`src/rtl/s100_io_port_responder_pkg.sv`:
```
// Shared types and helpers for the S100 I/O port responder.
package s100_io_port_responder_pkg;

    typedef enum logic [2:0] {
        IDLE,
        WR_WAIT,
        RD_WAIT,
        RD_HOLD,
        RELEASE
    } state_t;

    localparam logic [7:0] DEFAULT_PORT_BASE = 8'hC0;

    // Port index width, never narrower than one bit.
    function automatic int idx_w(input int num_ports);
        return (num_ports <= 2) ? 1 : $clog2(num_ports);
    endfunction

endpackage

```
`src/rtl/s100_sync_bit.sv`:
```
// Multi-flop synchronizer for one asynchronous bus strobe, with selectable reset level.
module s100_sync_bit #(
    parameter int   SYNC_STAGES = 2,
    parameter logic RESET_VAL   = 1'b0
) (
    input  logic clk,
    input  logic rst,
    input  logic d,
    output logic q
);

    logic [SYNC_STAGES-1:0] chain;

    always_ff @(posedge clk or posedge rst) begin
        if (rst) begin
            chain <= {SYNC_STAGES{RESET_VAL}};
        end else begin
            chain <= {chain[SYNC_STAGES-2:0], d};
        end
    end

    assign q = chain[SYNC_STAGES-1];

endmodule

```
`src/rtl/s100_io_port_responder.sv`:
```
// S100 bus-side I/O port responder: decodes IN/OUT cycles to a small port bank
// and holds pRDY low for a fixed number of clocks per accepted cycle.
module s100_io_port_responder
    import s100_io_port_responder_pkg::*;
#(
    parameter logic [7:0] PORT_BASE   = DEFAULT_PORT_BASE,
    parameter int         NUM_PORTS   = 4,
    parameter int         WAIT_CYCLES = 8,
    parameter int         SYNC_STAGES = 2
) (
    input  logic                           pll0_250MHz,
    input  logic                           reset,
    input  logic [15:0]                    busAdr,
    input  logic                           sOUT,
    input  logic                           sINP,
    input  logic                           pWR_n,
    input  logic                           pDBIN,
    input  logic [7:0]                     busDO,
    output logic [7:0]                     busDI,
    output logic                           diEnable,
    output logic                           pRDY,
    output logic [idx_w(NUM_PORTS)-1:0]    portWrIndex,
    output logic [7:0]                     portWrData,
    output logic                           portWrStrobe,
    output logic [idx_w(NUM_PORTS)-1:0]    portRdIndex,
    input  logic [8*NUM_PORTS-1:0]         portRdData,
    output logic                           portRdStrobe
);

    localparam int         IW        = idx_w(NUM_PORTS);
    localparam logic [7:0] IDX_MASK  = 8'(NUM_PORTS - 1);
    localparam logic [7:0] WAIT_INIT = 8'(WAIT_CYCLES);

    logic s_out_s, s_inp_s, wr_n_s, dbin_s;

    s100_sync_bit #(.SYNC_STAGES(SYNC_STAGES), .RESET_VAL(1'b0)) u_sync_sout (
        .clk(pll0_250MHz), .rst(reset), .d(sOUT),  .q(s_out_s));
    s100_sync_bit #(.SYNC_STAGES(SYNC_STAGES), .RESET_VAL(1'b0)) u_sync_sinp (
        .clk(pll0_250MHz), .rst(reset), .d(sINP),  .q(s_inp_s));
    s100_sync_bit #(.SYNC_STAGES(SYNC_STAGES), .RESET_VAL(1'b1)) u_sync_wr_n (
        .clk(pll0_250MHz), .rst(reset), .d(pWR_n), .q(wr_n_s));
    s100_sync_bit #(.SYNC_STAGES(SYNC_STAGES), .RESET_VAL(1'b0)) u_sync_dbin (
        .clk(pll0_250MHz), .rst(reset), .d(pDBIN), .q(dbin_s));

    // Address and write data are stable whenever a synchronized strobe is active,
    // so they are used directly without synchronizers.
    logic          match;
    logic [IW-1:0] addr_idx;
    logic [7:0]    rd_byte;
    logic          wr_req, rd_req;

    assign match    = (busAdr[15:8] == 8'h00) && ((busAdr[7:0] & ~IDX_MASK) == PORT_BASE);
    assign addr_idx = (NUM_PORTS == 1) ? '0 : busAdr[IW-1:0];
    assign wr_req   = s_out_s && !s_inp_s && !wr_n_s && match;
    assign rd_req   = s_inp_s && !s_out_s && dbin_s && match;

    always_comb begin
        rd_byte = 8'h00;
        for (int k = 0; k < NUM_PORTS; k++) begin
            if (addr_idx == IW'(k)) begin
                rd_byte = portRdData[8*k +: 8];
            end
        end
    end

    state_t     state;
    logic [7:0] cnt;

    always_ff @(posedge pll0_250MHz or posedge reset) begin
        if (reset) begin
            state        <= IDLE;
            cnt          <= 8'd0;
            busDI        <= 8'h00;
            diEnable     <= 1'b0;
            pRDY         <= 1'b1;
            portWrIndex  <= '0;
            portWrData   <= 8'h00;
            portWrStrobe <= 1'b0;
            portRdIndex  <= '0;
            portRdStrobe <= 1'b0;
        end else begin
            portWrStrobe <= 1'b0;
            portRdStrobe <= 1'b0;
            case (state)
                IDLE: begin
                    if (wr_req) begin
                        portWrData   <= busDO;
                        portWrIndex  <= addr_idx;
                        portWrStrobe <= 1'b1;
                        pRDY         <= 1'b0;
                        cnt          <= WAIT_INIT;
                        state        <= WR_WAIT;
                    end else if (rd_req) begin
                        portRdIndex  <= addr_idx;
                        busDI        <= rd_byte;
                        portRdStrobe <= 1'b1;
                        diEnable     <= 1'b1;
                        pRDY         <= 1'b0;
                        cnt          <= WAIT_INIT;
                        state        <= RD_WAIT;
                    end
                end
                // Waits run to completion even if the master drops its strobe early.
                WR_WAIT: begin
                    if (cnt == 8'd1) begin
                        pRDY  <= 1'b1;
                        cnt   <= 8'd0;
                        state <= RELEASE;
                    end else begin
                        cnt <= cnt - 8'd1;
                    end
                end
                RD_WAIT: begin
                    if (cnt == 8'd1) begin
                        pRDY  <= 1'b1;
                        cnt   <= 8'd0;
                        state <= RD_HOLD;
                    end else begin
                        cnt <= cnt - 8'd1;
                    end
                end
                RD_HOLD: begin
                    if (!dbin_s) begin
                        diEnable <= 1'b0;
                        state    <= RELEASE;
                    end
                end
                // Re-arm only once the bus is fully idle: one strobe per bus cycle.
                RELEASE: begin
                    if (wr_n_s && !dbin_s && !s_out_s && !s_inp_s) begin
                        state <= IDLE;
                    end
                end
                default: state <= IDLE;
            endcase
        end
    end

endmodule

```
`config.mk`:
```
export PLATFORM = sky130hd
export DESIGN_NAME = s100_io_port_responder
export DESIGN_NICKNAME = d
export VERILOG_FILES = /design/src/rtl/s100_io_port_responder_pkg.sv /design/src/rtl/s100_sync_bit.sv /design/src/rtl/s100_io_port_responder.sv
export SDC_FILE = /design/constraint.sdc
export NUM_CORES = 1
export LEC_CHECK = 0
export BUFFER_PORTS_ARGS = -buffer_cell sky130_fd_sc_hd__buf_4
export CAP_MARGIN = 15
export CORE_MARGIN = 2
export CORE_UTILIZATION = 54
export CTS_BUF_LIST = sky130_fd_sc_hd__clkbuf_8
export DETAILED_ROUTE_END_ITERATION = 10
export GPL_TIMING_DRIVEN = 0
export PLACE_DENSITY = 0.9
export SETUP_SLACK_MARGIN = 0.02
export SYNTH_ARGS = -nofsm -noshare
export SYNTH_HDL_FRONTEND = slang
export SYNTH_SLANG_ARGS = --single-unit
```
`constraint.sdc`:
```
create_clock -name pll0_250MHz -period 4.6 [get_ports pll0_250MHz]
set_input_delay 0.46 -clock pll0_250MHz [delete_from_list [all_inputs] [get_ports pll0_250MHz]]
set_output_delay 0.46 -clock pll0_250MHz [all_outputs]
set_load 0.05 [all_outputs]
```
==> report_table.html <==
<table>
<tr><th>Metric</th><th>Value</th></tr>
<tr><th colspan="2">Status</th></tr>
<tr><td>Result of the run</td><td>finished, final reports clean</td></tr>
<tr><th colspan="2">Layout</th></tr>
<tr><td>Leading cell types in the layout, fill and taps excluded</td><td>buf_4 (83), dfrtp_1 (40), mux2_4 (17), mux4_2 (8), inv_1 (8)</td></tr>
<tr><td>Share of final-layout standard cells stronger than drive strength 1</td><td>57.4%</td></tr>
<tr><td>Antenna diode instance count</td><td>0</td></tr>
<tr><td>Layout overhead on the synthesized area</td><td>37.6%</td></tr>
<tr><td>Fillers</td><td>252</td></tr>
<tr><td>Cell area after layout</td><td>2930 µm²</td></tr>
<tr><td>Final nets</td><td>305</td></tr>
<tr><td>Commonest non-fill, non-tap cell in the layout</td><td>buf_4</td></tr>
<tr><th colspan="2">Clocking</th></tr>
<tr><td>Clock Sink Count</td><td>43</td></tr>
<tr><td>H-tree lvl count</td><td>2</td></tr>
<tr><td>Count of cells resized by post-cts repair</td><td>0</td></tr>
<tr><td>Insertion delay to the later sink of the worst-skew pair</td><td>0.30 ns</td></tr>
<tr><td>Worst-path clk slew</td><td>0.08 ns</td></tr>
<tr><td>Hold-fix buffers, CTS</td><td>0</td></tr>
<tr><td>Clock tree from TritonCTS</td><td>built</td></tr>
<tr><td>Max Buffers Root-to-Sink</td><td>2</td></tr>
<tr><td>Number of buffers created by CTS</td><td>5</td></tr>
<tr><td>Post-CTS setup repair buffer count</td><td>0</td></tr>
<tr><td>CTS root buffer</td><td>clkbuf_8</td></tr>
<tr><th colspan="2">Place</th></tr>
<tr><td>Placer's final routability congestion estimate</td><td>0.765</td></tr>
<tr><td>Final HPWL from detailed placement</td><td>3.56 mm</td></tr>
<tr><td>Number of buffers inserted by port buffering</td><td>83</td></tr>
<tr><td>Placement-stage cell area</td><td>2810 µm²</td></tr>
<tr><th colspan="2">STA</th></tr>
<tr><td>Final critical delay including setup and external delays</td><td>1.85 ns</td></tr>
<tr><td>Final critical-path share of the clock period</td><td>40.3%</td></tr>
<tr><td>Worst Max-Slew Pin Slew</td><td>0.848 ns</td></tr>
<tr><td>Maximum frequency from static timing analysis</td><td>540 MHz</td></tr>
<tr><td>RSZ-0062 raised after global routing</td><td>no</td></tr>
<tr><td>Worst-case hold slack</td><td>0.269 ns</td></tr>
<tr><td>Post-route setup TNS</td><td>0 ns</td></tr>
<tr><td>Slew HR</td><td>43.4%</td></tr>
<tr><td>Number of hold violations in the final report</td><td>0</td></tr>
<tr><td>Count of final max-slew check failures</td><td>0</td></tr>
<tr><td>Setup skew after layout</td><td>0.00617 ns</td></tr>
<tr><td>Final-report setup violation count</td><td>0</td></tr>
<tr><th colspan="2">Synthesis</th></tr>
<tr><td>Net count after synthesis</td><td>215</td></tr>
<tr><td>Post-synthesis sequential element count</td><td>43</td></tr>
<tr><td>Post-synthesis cell type count</td><td>46</td></tr>
<tr><td>Mean instance size in the synthesized netlist</td><td>14.1 µm²</td></tr>
<tr><td>Commonest register cell after synthesis</td><td>dfrtp_1</td></tr>
<tr><td>Count of flip-flops with a built-in enable after synthesis</td><td>0</td></tr>
<tr><td>Yosys synthesis warning count</td><td>0</td></tr>
<tr><td>Synth Instances</td><td>151</td></tr>
<tr><td>Asr flop ratio synth</td><td>100%</td></tr>
<tr><td>Post-synthesis instance area</td><td>2130 µm²</td></tr>
<tr><td>Sequential fraction of the synthesis area</td><td>50.8%</td></tr>
<tr><th colspan="2">Critical path</th></tr>
<tr><td>CP Launch Type</td><td>register</td></tr>
<tr><td>Critical path capture point type</td><td>register</td></tr>
<tr><td>Maximum fanout count along the critical path</td><td>3</td></tr>
<tr><td>Data required, critical path</td><td>4.79 ns</td></tr>
<tr><td>Worst setup path category</td><td>register to register</td></tr>
<tr><td>CP Data Arrival Time</td><td>2.04 ns</td></tr>
<tr><th colspan="2">Floorplanning</th></tr>
<tr><td>Starting density of the core</td><td>57.2%</td></tr>
<tr><td>Horizontal extent of the die</td><td>66.8 µm</td></tr>
<tr><td>Area of the die</td><td>4460 µm²</td></tr>
<tr><td>Vert. Die Dim</td><td>66.8 µm</td></tr>
<tr><td>Number of placement rows</td><td>22</td></tr>
<tr><td>Placeable core region</td><td>3720 µm²</td></tr>
<tr><td>Number of I/O pins</td><td>86</td></tr>
<tr><th colspan="2">Flow run</th></tr>
<tr><td>Max-cap viol count</td><td>0</td></tr>
<tr><th colspan="2">Detailed routing</th></tr>
<tr><td>Length of the first detailed-routing pass in iterations</td><td>4</td></tr>
<tr><td>WL per Instance</td><td>16.3 µm</td></tr>
<tr><td>DRT Wirelength</td><td>4.72 mm</td></tr>
<tr><td>Via-to-Cell Ratio</td><td>5.60</td></tr>
<tr><td>Detailed router's first-iteration violation count</td><td>98</td></tr>
<tr><td>Antenna violation net count after detailed routing</td><td>0</td></tr>
<tr><td>Via count</td><td>1625</td></tr>
<tr><td>DR DRC count</td><td>0</td></tr>
<tr><th colspan="2">Global route</th></tr>
<tr><td>GRT Resource Usage Total</td><td>24.6%</td></tr>
<tr><td>Largest net degree at the start of global routing</td><td>44</td></tr>
<tr><td>Number of global-route vias before repair</td><td>1706</td></tr>
<tr><td>First-pass GRT wire length</td><td>7.89 mm</td></tr>
<tr><td>Total gr overflow</td><td>0</td></tr>
<tr><td>Initial antenna violation count</td><td>0</td></tr>
<tr><th colspan="2">Hold path</th></tr>
<tr><td>Hold Crit Class</td><td>input pin to register</td></tr>
<tr><th colspan="2">Power and ir drop</th></tr>
<tr><td>Peak supply drop</td><td>0.198 mV</td></tr>
<tr><td>Total power density per cell area</td><td>262 nW/µm²</td></tr>
<tr><td>Cell leakage power</td><td>0.00141 µW</td></tr>
</table>
==> synthesized netlist by cell type, types with 2 or more instances <==
library cell	count	area [µm²]
a22o_1	2	17.5
nor3_1	3	15.0
ha_1	2	25.0
o22a_1	2	17.5
inv_1	9	33.8
o21ai_0	7	35.0
nor3_4	2	32.5
or3b_2	2	17.5
dfstp_2	3	78.8
nor4_1	2	12.5
nand3_1	3	15.0
dfrtp_1	40	1000
mux4_2	8	180
nor4b_1	2	17.5
o211ai_1	2	15.0
nand2_1	3	11.3
mux2_2	3	33.8
buf_2	2	10.0
buf_6	3	33.8
nor2_1	7	26.3
nor4_4	2	42.5
o22ai_1	2	12.5
mux2_4	17	255
==> sequential cells by signal, summed over array words and instances, names as in the netlist <==
signal / count
cnt: 8
state: 3
portWrIndex: 2
u_sync_wr_n.chain: 2
u_sync_sinp.chain: 2
portWrData: 8
u_sync_sout.chain: 2
portRdIndex: 2
pRDY: 1
portWrStrobe: 1
portRdStrobe: 1
diEnable: 1
u_sync_dbin.chain: 2
busDI: 8
==> layout make-up <==
cell class / instances / area [µm²] / share of cell area [%]
timing repair buffer: 83 / 623 / 21.3
sequential: 43 / 1080 / 36.9
clock buffer: 6 / 82.6 / 2.82
clock inverter: 2 / 35.0 / 1.20
inverter: 9 / 33.8 / 1.15
multi-input combinational: 93 / 966 / 33.0
tap: 48 / 60.1 / 2.05
buffer: 6 / 47.5 / 1.62
==> worst max-delay path, stage by stage (launching register included) <==
cell and delay, ns:
dfrtp_1 0.40, inv_1 0.11, ha_1 0.17, nor4b_1 0.33
a211oi_1 0.18, or2_1 0.32, a22o_1 0.24
==> cell families after synthesis <==
group	after synthesis	synth area share, %
AO/OA/AOI/OAI	24	7.82
XOR/XNOR	1	0.412
adder cells (fa/ha/maj)	2	1.18
buffers and inverters	15	3.82
flip-flops	43	50.8
multiplexers	28	22.1
AND/OR/NAND/NOR	38	13.9
==> final timing paths <==
path,startpoint,end,slack (ns),cells past startpoint
worst max-delay path,cnt[1],state[0],2.75,6
worst min-delay path,sINP,u_sync_sinp.chain[0],0.27,1
worst max register to register,cnt[1],state[0],2.75,6
worst min register to register,u_sync_sinp.chain[0],u_sync_sinp.chain[1],0.35,0
max in group asynchronous,reset,u_sync_dbin.chain[1],3.72,2
min in group asynchronous,reset,cnt[3],0.34,2
==> stage by stage <==
stage	instances	setup WS, ns	power [µW]	util, %
4_1_cts	290	2.75	774	78.8
3_5_place_dp	282	2.56	474	75.6
3_3_place_gp	282	2.58	470	75.6
5_1_grt	290	2.60	796	78.8
6_report	290	2.75	766	78.8
2_1_floorplan	151	2.83	427	-
==> routing by layer <==
metal / vias up / wire [µm] / GRT usage, % / part of all wire, %
met5: - / 0 / 0 / 0
met4: 0 / 138 / 11.7 / 2.9
met3: 14 / 290 / 5.91 / 6.1
met2: 70 / 2580 / 43.8 / 55
met1: 805 / 1710 / 27.4 / 36
li1: 736 / - / - / -
==> where the power goes <==
part	switching (µW)	internal, µW	total (µW)
sequential	4.39	385	389
combinational	28.3	48.5	76.7
clock	125	176	300
(Power assumes the default switching activity.)
